File: src/rtl/dsi_pkg.sv
// Shared types and constants for the DSI packet scheduler slice.
// Optional feature macro used by this slice: DSI_SCHED_STARVE_GUARD_EN.
package dsi_pkg;

    localparam int DSI_WORD_W = 32;
    localparam int DSI_STRB_W = 4;

    localparam logic DSI_MODE_HS = 1'b0;
    localparam logic DSI_MODE_LP = 1'b1;

    typedef enum logic [2:0] {
        ST_IDLE   = 3'd0,
        ST_LOAD   = 3'd1,
        ST_START  = 3'd2,
        ST_STREAM = 3'd3,
        ST_GAP    = 3'd4
    } sched_state_t;

    // Byte strobes only carry information on the final word of a packet;
    // every earlier word is a full word.
    function automatic logic [DSI_STRB_W-1:0] word_strb(
        input logic                  last,
        input logic [DSI_STRB_W-1:0] strb
    );
        logic [DSI_STRB_W-1:0] res;
        if (last) begin
            res = strb;
        end else begin
            res = 4'hF;
        end
        return res;
    endfunction

endpackage

File: src/rtl/dsi_packet_scheduler_if.sv
// Bus bundle between the two packet sources, the scheduler and the lanes
// controller. The scheduler uses the slave view, the environment the master.
interface dsi_packet_scheduler_if;

    logic                          lines_ready;

    logic                          vid_valid;
    logic                          vid_last;
    logic [dsi_pkg::DSI_WORD_W-1:0] vid_data;
    logic [dsi_pkg::DSI_STRB_W-1:0] vid_strb;
    logic                          vid_ready;

    logic                          cmd_valid;
    logic                          cmd_last;
    logic [dsi_pkg::DSI_WORD_W-1:0] cmd_data;
    logic [dsi_pkg::DSI_STRB_W-1:0] cmd_strb;
    logic                          cmd_ready;
    logic                          cmd_lp;

    logic [dsi_pkg::DSI_WORD_W-1:0] tx_write_data;
    logic [4:0]                    tx_write_strb;
    logic                          tx_write_rqst;
    logic                          tx_last_word;
    logic                          tx_data_rqst;

    logic                          busy;
    logic                          grant_cmd;
    logic                          underflow_err;

    modport slave (
        input  lines_ready,
        input  vid_valid, vid_last, vid_data, vid_strb,
        output vid_ready,
        input  cmd_valid, cmd_last, cmd_data, cmd_strb, cmd_lp,
        output cmd_ready,
        output tx_write_data, tx_write_strb, tx_write_rqst, tx_last_word,
        input  tx_data_rqst,
        output busy, grant_cmd, underflow_err
    );

    modport master (
        output lines_ready,
        output vid_valid, vid_last, vid_data, vid_strb,
        input  vid_ready,
        output cmd_valid, cmd_last, cmd_data, cmd_strb, cmd_lp,
        input  cmd_ready,
        input  tx_write_data, tx_write_strb, tx_write_rqst, tx_last_word,
        output tx_data_rqst,
        input  busy, grant_cmd, underflow_err
    );

endinterface

File: src/rtl/dsi_sched_arbiter.sv
// Combinational source selection for the DSI packet scheduler.
// Video has priority; with DSI_SCHED_STARVE_GUARD_EN a command that has
// waited through STARVE_LIMIT video grants wins instead.
module dsi_sched_arbiter #(
    parameter int STARVE_LIMIT = 4
) (
    input  logic       vid_valid,
    input  logic       cmd_valid,
    input  logic [7:0] starve_cnt,
    output logic       sel_cmd,
    output logic       sel_any
);

`ifdef DSI_SCHED_STARVE_GUARD_EN
    // Priority select with forced command grant once video has starved it.
    always_comb begin
        sel_any = vid_valid | cmd_valid;
        sel_cmd = cmd_valid & (~vid_valid | (starve_cnt == 8'(STARVE_LIMIT)));
    end
`else
    logic unused_starve_s;
    assign unused_starve_s = ^{starve_cnt, 8'(STARVE_LIMIT)};

    // Strict video-over-command priority.
    always_comb begin
        sel_any = vid_valid | cmd_valid;
        sel_cmd = cmd_valid & ~vid_valid;
    end
`endif

endmodule

File: src/rtl/dsi_packet_scheduler.sv
// DSI packet scheduler: grants whole packets from the video engine or the
// host command queue onto the lanes controller word interface, enforcing an
// inter-packet gap and lane readiness.
// Optional feature macro: DSI_SCHED_STARVE_GUARD_EN (command starvation guard).
module dsi_packet_scheduler
    import dsi_pkg::*;
#(
    parameter int GAP_CYCLES   = 16,  // 1..255
    parameter int STARVE_LIMIT = 4    // 0..255, guard build only
) (
    input  logic                 clk_sys,
    input  logic                 rst_n,
    dsi_packet_scheduler_if.slave bus
);

    sched_state_t state_r;
    sched_state_t state_n;

    logic [7:0]            gap_cnt_r;
    logic [DSI_WORD_W-1:0] data_r;
    logic [4:0]            strb_r;
    logic                  last_r;
    logic                  grant_cmd_r;
    logic                  lp_r;
    logic                  held_r;       // output register holds a popped, unstarted word
    logic                  underflow_r;
    logic                  busy_r;

    logic [7:0]            starve_cnt_s;
    logic                  sel_cmd_s;
    logic                  sel_any_s;

    logic                  grant_s;
    logic                  pop_s;
    logic                  rqst_s;
    logic                  underflow_s;
    logic                  finish_s;

    logic                  src_valid_s;
    logic                  src_last_s;
    logic [DSI_WORD_W-1:0] src_data_s;
    logic [DSI_STRB_W-1:0] src_strb_s;

    dsi_sched_arbiter #(
        .STARVE_LIMIT (STARVE_LIMIT)
    ) u_arbiter (
        .vid_valid  (bus.vid_valid),
        .cmd_valid  (bus.cmd_valid),
        .starve_cnt (starve_cnt_s),
        .sel_cmd    (sel_cmd_s),
        .sel_any    (sel_any_s)
    );

`ifdef DSI_SCHED_STARVE_GUARD_EN
    logic [7:0] starve_cnt_r;
    assign starve_cnt_s = starve_cnt_r;

    // Count video grants that bypass a waiting command; a command grant clears it.
    always_ff @(posedge clk_sys or negedge rst_n) begin
        if (!rst_n) begin
            starve_cnt_r <= 8'd0;
        end else if (grant_s) begin
            if (sel_cmd_s) begin
                starve_cnt_r <= 8'd0;
            end else if (bus.cmd_valid && (starve_cnt_r < 8'(STARVE_LIMIT))) begin
                starve_cnt_r <= starve_cnt_r + 8'd1;
            end
        end
    end
`else
    assign starve_cnt_s = 8'd0;
`endif

    // Route the granted source's word onto a common set of signals.
    always_comb begin
        if (grant_cmd_r) begin
            src_valid_s = bus.cmd_valid;
            src_last_s  = bus.cmd_last;
            src_data_s  = bus.cmd_data;
            src_strb_s  = bus.cmd_strb;
        end else begin
            src_valid_s = bus.vid_valid;
            src_last_s  = bus.vid_last;
            src_data_s  = bus.vid_data;
            src_strb_s  = bus.vid_strb;
        end
    end

    // Next-state and per-cycle control strobes of the scheduler FSM.
    always_comb begin
        state_n     = state_r;
        grant_s     = 1'b0;
        pop_s       = 1'b0;
        rqst_s      = 1'b0;
        underflow_s = 1'b0;
        finish_s    = 1'b0;
        case (state_r)
            ST_IDLE: begin
                if ((gap_cnt_r == 8'd0) && bus.lines_ready) begin
                    if (held_r) begin
                        // Word from an aborted grant is still in the output register.
                        state_n = ST_START;
                    end else if (sel_any_s) begin
                        grant_s = 1'b1;
                        state_n = ST_LOAD;
                    end else begin
                        state_n = ST_IDLE;
                    end
                end else begin
                    state_n = ST_IDLE;
                end
            end
            ST_LOAD: begin
                pop_s = 1'b1;
                if (bus.lines_ready) begin
                    state_n = ST_START;
                end else begin
                    state_n = ST_IDLE;
                end
            end
            ST_START: begin
                if (bus.lines_ready) begin
                    rqst_s  = 1'b1;
                    state_n = ST_STREAM;
                end else begin
                    state_n = ST_IDLE;
                end
            end
            ST_STREAM: begin
                if (bus.tx_data_rqst) begin
                    if (last_r) begin
                        finish_s = 1'b1;
                        state_n  = ST_GAP;
                    end else if (src_valid_s) begin
                        pop_s = 1'b1;
                    end else begin
                        underflow_s = 1'b1;
                        finish_s    = 1'b1;
                        state_n     = ST_GAP;
                    end
                end else begin
                    state_n = ST_STREAM;
                end
            end
            ST_GAP: begin
                if (gap_cnt_r <= 8'd1) begin
                    state_n = ST_IDLE;
                end else begin
                    state_n = ST_GAP;
                end
            end
            default: begin
                state_n = ST_IDLE;
            end
        endcase
    end

    // FSM state register.
    always_ff @(posedge clk_sys or negedge rst_n) begin
        if (!rst_n) begin
            state_r <= ST_IDLE;
        end else begin
            state_r <= state_n;
        end
    end

    // Latch the grant decision and the packet mode at grant time.
    always_ff @(posedge clk_sys or negedge rst_n) begin
        if (!rst_n) begin
            grant_cmd_r <= 1'b0;
            lp_r        <= DSI_MODE_HS;
        end else if (grant_s) begin
            grant_cmd_r <= sel_cmd_s;
            lp_r        <= sel_cmd_s ? bus.cmd_lp : DSI_MODE_HS;
        end
    end

    // Output word register: loaded on each pop, patched on underflow.
    always_ff @(posedge clk_sys or negedge rst_n) begin
        if (!rst_n) begin
            data_r <= '0;
            strb_r <= 5'h00;
            last_r <= 1'b0;
        end else if (pop_s) begin
            data_r <= src_data_s;
            strb_r <= {lp_r, word_strb(src_last_s, src_strb_s)};
            last_r <= src_last_s;
        end else if (underflow_s) begin
            strb_r[3:0] <= 4'h0;
            last_r      <= 1'b1;
        end
    end

    // Remember a first word that was popped but whose start was aborted.
    always_ff @(posedge clk_sys or negedge rst_n) begin
        if (!rst_n) begin
            held_r <= 1'b0;
        end else if (pop_s && (state_r == ST_LOAD)) begin
            held_r <= 1'b1;
        end else if (rqst_s) begin
            held_r <= 1'b0;
        end
    end

    // Inter-packet gap counter: loaded at packet end, counts down in GAP.
    always_ff @(posedge clk_sys or negedge rst_n) begin
        if (!rst_n) begin
            gap_cnt_r <= 8'd0;
        end else if (finish_s) begin
            gap_cnt_r <= 8'(GAP_CYCLES);
        end else if ((state_r == ST_GAP) && (gap_cnt_r != 8'd0)) begin
            gap_cnt_r <= gap_cnt_r - 8'd1;
        end
    end

    // Sticky underflow flag and registered busy indication.
    always_ff @(posedge clk_sys or negedge rst_n) begin
        if (!rst_n) begin
            underflow_r <= 1'b0;
            busy_r      <= 1'b0;
        end else begin
            if (underflow_s) begin
                underflow_r <= 1'b1;
            end
            busy_r <= (state_n != ST_IDLE);
        end
    end

    assign bus.vid_ready     = pop_s & ~grant_cmd_r;
    assign bus.cmd_ready     = pop_s &  grant_cmd_r;
    assign bus.tx_write_rqst = rqst_s;
    assign bus.tx_write_data = data_r;
    assign bus.tx_write_strb = strb_r;
    assign bus.tx_last_word  = last_r;
    assign bus.busy          = busy_r;
    assign bus.grant_cmd     = grant_cmd_r;
    assign bus.underflow_err = underflow_r;

endmodule

File: src/flat_wrapper.sv
// flat-port wrapper written by rule: the top's interface ports become plain ports
module dsi_packet_scheduler_flat import dsi_pkg::*;
#(
    parameter int GAP_CYCLES   = 16,           
    parameter int STARVE_LIMIT = 4                               
)
  (clk_sys, rst_n, bus_lines_ready, bus_vid_valid, bus_vid_last, bus_vid_data, bus_vid_strb, bus_vid_ready, bus_cmd_valid, bus_cmd_last, bus_cmd_data, bus_cmd_strb, bus_cmd_lp, bus_cmd_ready, bus_tx_write_data, bus_tx_write_strb, bus_tx_write_rqst, bus_tx_last_word, bus_tx_data_rqst, bus_busy, bus_grant_cmd, bus_underflow_err);
  dsi_packet_scheduler_if bus_i ();
  input  logic clk_sys;
  input  logic rst_n;
  input wire logic [$bits(bus_i.lines_ready)-1:0] bus_lines_ready;
  input wire logic [$bits(bus_i.vid_valid)-1:0] bus_vid_valid;
  input wire logic [$bits(bus_i.vid_last)-1:0] bus_vid_last;
  input wire logic [$bits(bus_i.vid_data)-1:0] bus_vid_data;
  input wire logic [$bits(bus_i.vid_strb)-1:0] bus_vid_strb;
  output wire logic [$bits(bus_i.vid_ready)-1:0] bus_vid_ready;
  input wire logic [$bits(bus_i.cmd_valid)-1:0] bus_cmd_valid;
  input wire logic [$bits(bus_i.cmd_last)-1:0] bus_cmd_last;
  input wire logic [$bits(bus_i.cmd_data)-1:0] bus_cmd_data;
  input wire logic [$bits(bus_i.cmd_strb)-1:0] bus_cmd_strb;
  input wire logic [$bits(bus_i.cmd_lp)-1:0] bus_cmd_lp;
  output wire logic [$bits(bus_i.cmd_ready)-1:0] bus_cmd_ready;
  output wire logic [$bits(bus_i.tx_write_data)-1:0] bus_tx_write_data;
  output wire logic [$bits(bus_i.tx_write_strb)-1:0] bus_tx_write_strb;
  output wire logic [$bits(bus_i.tx_write_rqst)-1:0] bus_tx_write_rqst;
  output wire logic [$bits(bus_i.tx_last_word)-1:0] bus_tx_last_word;
  input wire logic [$bits(bus_i.tx_data_rqst)-1:0] bus_tx_data_rqst;
  output wire logic [$bits(bus_i.busy)-1:0] bus_busy;
  output wire logic [$bits(bus_i.grant_cmd)-1:0] bus_grant_cmd;
  output wire logic [$bits(bus_i.underflow_err)-1:0] bus_underflow_err;
  assign bus_i.lines_ready = bus_lines_ready;
  assign bus_i.vid_valid = bus_vid_valid;
  assign bus_i.vid_last = bus_vid_last;
  assign bus_i.vid_data = bus_vid_data;
  assign bus_i.vid_strb = bus_vid_strb;
  assign bus_vid_ready = bus_i.vid_ready;
  assign bus_i.cmd_valid = bus_cmd_valid;
  assign bus_i.cmd_last = bus_cmd_last;
  assign bus_i.cmd_data = bus_cmd_data;
  assign bus_i.cmd_strb = bus_cmd_strb;
  assign bus_i.cmd_lp = bus_cmd_lp;
  assign bus_cmd_ready = bus_i.cmd_ready;
  assign bus_tx_write_data = bus_i.tx_write_data;
  assign bus_tx_write_strb = bus_i.tx_write_strb;
  assign bus_tx_write_rqst = bus_i.tx_write_rqst;
  assign bus_tx_last_word = bus_i.tx_last_word;
  assign bus_i.tx_data_rqst = bus_tx_data_rqst;
  assign bus_busy = bus_i.busy;
  assign bus_grant_cmd = bus_i.grant_cmd;
  assign bus_underflow_err = bus_i.underflow_err;
  dsi_packet_scheduler #(.GAP_CYCLES(GAP_CYCLES), .STARVE_LIMIT(STARVE_LIMIT)) u_core (.clk_sys(clk_sys), .rst_n(rst_n), .bus(bus_i));
endmodule
File: config.mk
export PLATFORM = sky130hd
export DESIGN_NAME = dsi_packet_scheduler_flat
export DESIGN_NICKNAME = d
export VERILOG_FILES = /design/src/rtl/dsi_pkg.sv /design/src/rtl/dsi_packet_scheduler_if.sv /design/src/rtl/dsi_sched_arbiter.sv /design/src/rtl/dsi_packet_scheduler.sv /design/src/flat_wrapper.sv
export SDC_FILE = /design/constraint.sdc
export NUM_CORES = 1
export LEC_CHECK = 0
export CORE_UTILIZATION = 40
export DETAILED_ROUTE_END_ITERATION = 10
export GPL_TIMING_DRIVEN = 1
export HOLD_SLACK_MARGIN = 0.03
export PLACE_DENSITY_LB_ADDON = 0.08
export SLEW_MARGIN = 20
export SYNTH_ARGS = -nofsm -noshare
export SYNTH_HDL_FRONTEND = slang
export SYNTH_SLANG_ARGS = --single-unit
File: constraint.sdc
create_clock -name clk_sys -period 5.2 [get_ports clk_sys]
set_input_delay 1.3 -clock clk_sys [delete_from_list [all_inputs] [get_ports clk_sys]]
set_output_delay 1.3 -clock clk_sys [all_outputs]
set_load 0.02 [all_outputs]
==> metrics.md, run 1 <==
| Metric | Value |
|---|---|
| # hold bufs at CTS | `0` |
| Via density | `roughly 5.3` |
| Top Ports | `125` |
| Most used DFF post-synth | `dfrtp_1` |
| Power per cell area | `between 200 and 250 nW/um2` |
| Minimum clock period | `between 4 and 5 ns` |
| Number of global-route vias before repair | `2409` |
| Number of detailed-route iterations in the first pass | `7` |
| Initial core utilization | `0.417` |
| Global-route wire length before repair | `about 11 mm` |
| Largest net degree at the start of global routing | `a little over 70` |
| Final hold vios | `0` |
| Drt wl/cell | `between 10 and 15 um` |
| CP Launch Type | `input pin` |
| Synth Instances | `260` |
| Initial antenna violation count | `0` |
| Max stage delay on crit path | `~0.61 ns` |
| Max-cap viol count | `0` |
| Iteration-0 DRC Markers | `around 140` |
| Setup Fix Bufs, Post-CTS | `0` |
| Violated checks | `DRC` |
| Drt drc | `18` |
| Crit-path max FO | `6` |
| Clock skew | `about 0.0060 ns` |
| Gr ovfl total | `0` |
| Total track usage | `0.201` |
| Slew headroom | `0.475` |
| Fin. max-slew vios | `0` |
| Row cnt | `29` |
| CTS Buffer Depth | `2` |
| Seq/Total Area, Yosys | `0.504` |
| Final GP Congestion | `around 0.76` |
| Die W | `~84 um` |
| Crit Path Class | `in -> out` |
| Synth Cell Area | `roughly 2700 um2` |
| Root buf cell | `clkbuf_8` |
| Via count | `2415` |
| Largest cells by area after synthesis | `dfrtp_1, mux2i_1, a21oi_1` |
| Area of the die | `roughly 7000 um2` |
| Clock-pin slew on the worst setup and hold paths | `0.10 ns` |
| Yosys top cell by area | `dfrtp_1` |
| Cell Chain, Critical Path | `clkdlybuf4s50_1, mux2i_1, o32ai_4, nor2b_1, clkdlybuf4s50_1` |
| Clock share of power | `0.249` |
| Avg Cell Area, Syn | `~10 um2` |
| Synthesized flop and latch total | `54` |
| Final core utilization | `0.633` |
| RSZ-0062 raised after global routing | `no` |
| Comb pwr share | `0.247` |
| Post-synth top area share | `0.504` |
| Worst setup EP type | `output pin` |
| Synth cell count leaders | `dfrtp_1, nor2_1, a21oi_1` |
| Die Height | `83.9 um` |
| Remaining antenna violation count | `0` |
| Area grow syn2layout | `51.8%` |
| Top-count cell post-synth | `dfrtp_1` |
| Clock Latency Late Sink | `0.31 ns` |
| CTS sink cnt | `54` |
| Fin crit share | `0.855` |
| Pleak | `around 1.6 nW` |
| P_int | `0.699 mW` |
| DP HPWL | `slightly below 5 mm` |
| Switching share of total power | `0.283` |
| CP required | `between 3 and 4 ns` |
| Reg power frac | `0.504` |
| Cts repair resizes | `0` |
| Fmax | `approximately 0.23 GHz` |
| Detailed Route WL | `a little under 7 mm` |
| Status | `finished with violations` |
| Port Buffers | `~120` |
| CP max-delay cell | `clkdlybuf4s50_1` |
| Peak supply drop | `roughly 0.00011 V` |
| Final setup TNS | `0 ns` |
| Tightest Pin Transition | `about 0.78 ns` |
| Synth cell types | `between 40 and 50` |
| Synth Net Count | `between 300 and 400` |
| # nets final | `463` |
| Final Setup Violations | `0` |
| Layout cells sized above 1 | `0.0605` |
| Hold Path Cell Cnt | `1` |
| ANT cells | `0` |
| H-tree level count | `2` |
| Ys Warns | `0` |
| Hold/Removal Path Class | `reg -> reg` |
| Core area | `between 6000 and 7000 um2` |
| EDFF count, synth | `0` |
| Setup WS pre-CTS | `around 0.76 ns` |
| R2R depth | `4` |
| CTS Buf Count | `5` |
| Min setup slack post-route | `0.756 ns` |
| Sw Pwr | `roughly 0.28 mW` |
| CP dominant cell by count | `clkdlybuf4s50_1` |
| Synth async-reset ratio | `1.00` |
| Critical path arrival | `approximately 3.1 ns` |
| CTS tree | `done` |
[state kept, by name, summed over array words and instances, names as in the netlist]
| name | cells |
|---|---|
| u_core.lp_r | 1 |
| u_core.bus.tx_write_strb | 5 |
| u_core.bus.tx_last_word | 1 |
| u_core.bus.busy | 1 |
| u_core.gap_cnt_r | 8 |
| u_core.bus.underflow_err | 1 |
| u_core.held_r | 1 |
| u_core.bus.tx_write_data | 32 |
| u_core.bus.grant_cmd | 1 |
| u_core.state_r | 3 |
[power groups by stage]
stage	Sequential [mW]	Combinational, mW	Clock (mW)
detailed placement	0.500	0.243	0
finish	0.492	0.241	0.243
global placement	0.497	0.235	0
global route	0.498	0.266	0.270
CTS	0.492	0.244	0.252
floorplan	0.512	0.0996	0
[layer usage]
layer	GRT usage	vias up	routed length, um
met3	0.0663	10	528
met2	0.335	100	3290
met5	0	-	0
met1	0.242	1133	2800
met4	0.0721	0	123
li1	-	1172	-
[cell usage in the layout, fill, tap and decap left out, types with 2 or more instances in the layout]
| cell | instances |
|---|---|
| clkbuf_8 | 6 |
| nand3_1 | 2 |
| nor4_1 | 2 |
| mux2i_1 | 34 |
| a21oi_1 | 38 |
| o22a_1 | 4 |
| clkdlybuf4s50_1 | 123 |
| o21ai_0 | 8 |
| dfrtp_1 | 53 |
| nor2_1 | 40 |
| o22ai_1 | 2 |
| a22o_1 | 4 |
| nand2b_1 | 4 |
| nor4bb_1 | 2 |
| nand2_1 | 8 |
| buf_4 | 3 |
| o31ai_1 | 4 |
| or4_2 | 2 |
| inv_1 | 6 |
| or4_1 | 2 |
| ha_1 | 3 |
| or3_1 | 2 |
| nor2b_1 | 2 |
[worst max-delay path, delay by kind of cell]
family | cells | cell delay [ns]
AO/OA/AOI/OAI | 1 | 0.31
multiplexers | 1 | 0.21
AND/OR/NAND/NOR | 1 | 0.16
buffers and inverters | 2 | 1.16
[stage by stage]
step	area (um2)	total power, mW	hold WS (ns)	instances
finish	4070	0.975	0.504	457
global route	4070	1.03	0.523	457
CTS	4070	0.987	0.498	457
detailed placement	3980	0.743	0.475	449
global placement	3980	0.732	0.465	449
floorplan	2680	0.612	0.479	260
[kinds of logic after synthesis]
group | synth area share
XOR/XNOR | 0.00327
multiplexers | 0.131
flip-flops | 0.504
buffers and inverters | 0.0350
adder cells (fa/ha/maj) | 0.0140
AND/OR/NAND/NOR | 0.148
AO/OA/AOI/OAI | 0.165
[layout make-up]
class / count / area, um2
clock inverters: 1 / 5.00
repair buffers: 127 / 1260
well taps: 77 / 96.3
inverters: 6 / 22.5
flip-flops and latches: 54 / 1350
multi-input cells: 185 / 1250
clock buffers: 7 / 86.3
fillers: 563 / 2350
[path summary, 6_finish.rpt]
kind,from,end,slack (ns)
min in group asynchronous,rst_n,u_core.state_r[0]$_DFF_PN0_,1.09
worst max register to register,u_core.state_r[1]$_DFF_PN0_,u_core.bus.tx_write_strb[4]$_DFFE_PN0P_,2.92
max in group asynchronous,rst_n,u_core.bus.grant_cmd$_DFFE_PN0P_,3.62
worst min register to register,u_core.bus.underflow_err$_DFFE_PN0P_,u_core.bus.underflow_err$_DFFE_PN0P_,0.50
worst min-delay path,u_core.bus.underflow_err$_DFFE_PN0P_,u_core.bus.underflow_err$_DFFE_PN0P_,0.50
worst max-delay path,bus_cmd_valid,bus_vid_ready,0.76
Note: power is estimated with default switching activity, not from simulation.
==> inputs of run 2 (changes only) <==
--- a/config.mk
+++ b/config.mk
@@ -7,7 +7,6 @@
 export LEC_CHECK = 0
 export CORE_UTILIZATION = 40
 export DETAILED_ROUTE_END_ITERATION = 10
-export GPL_TIMING_DRIVEN = 1
 export HOLD_SLACK_MARGIN = 0.03
 export PLACE_DENSITY_LB_ADDON = 0.08
 export SLEW_MARGIN = 20
==> results of run 2 <==
Final layout, timing and power as in run 1 (identical DEF).
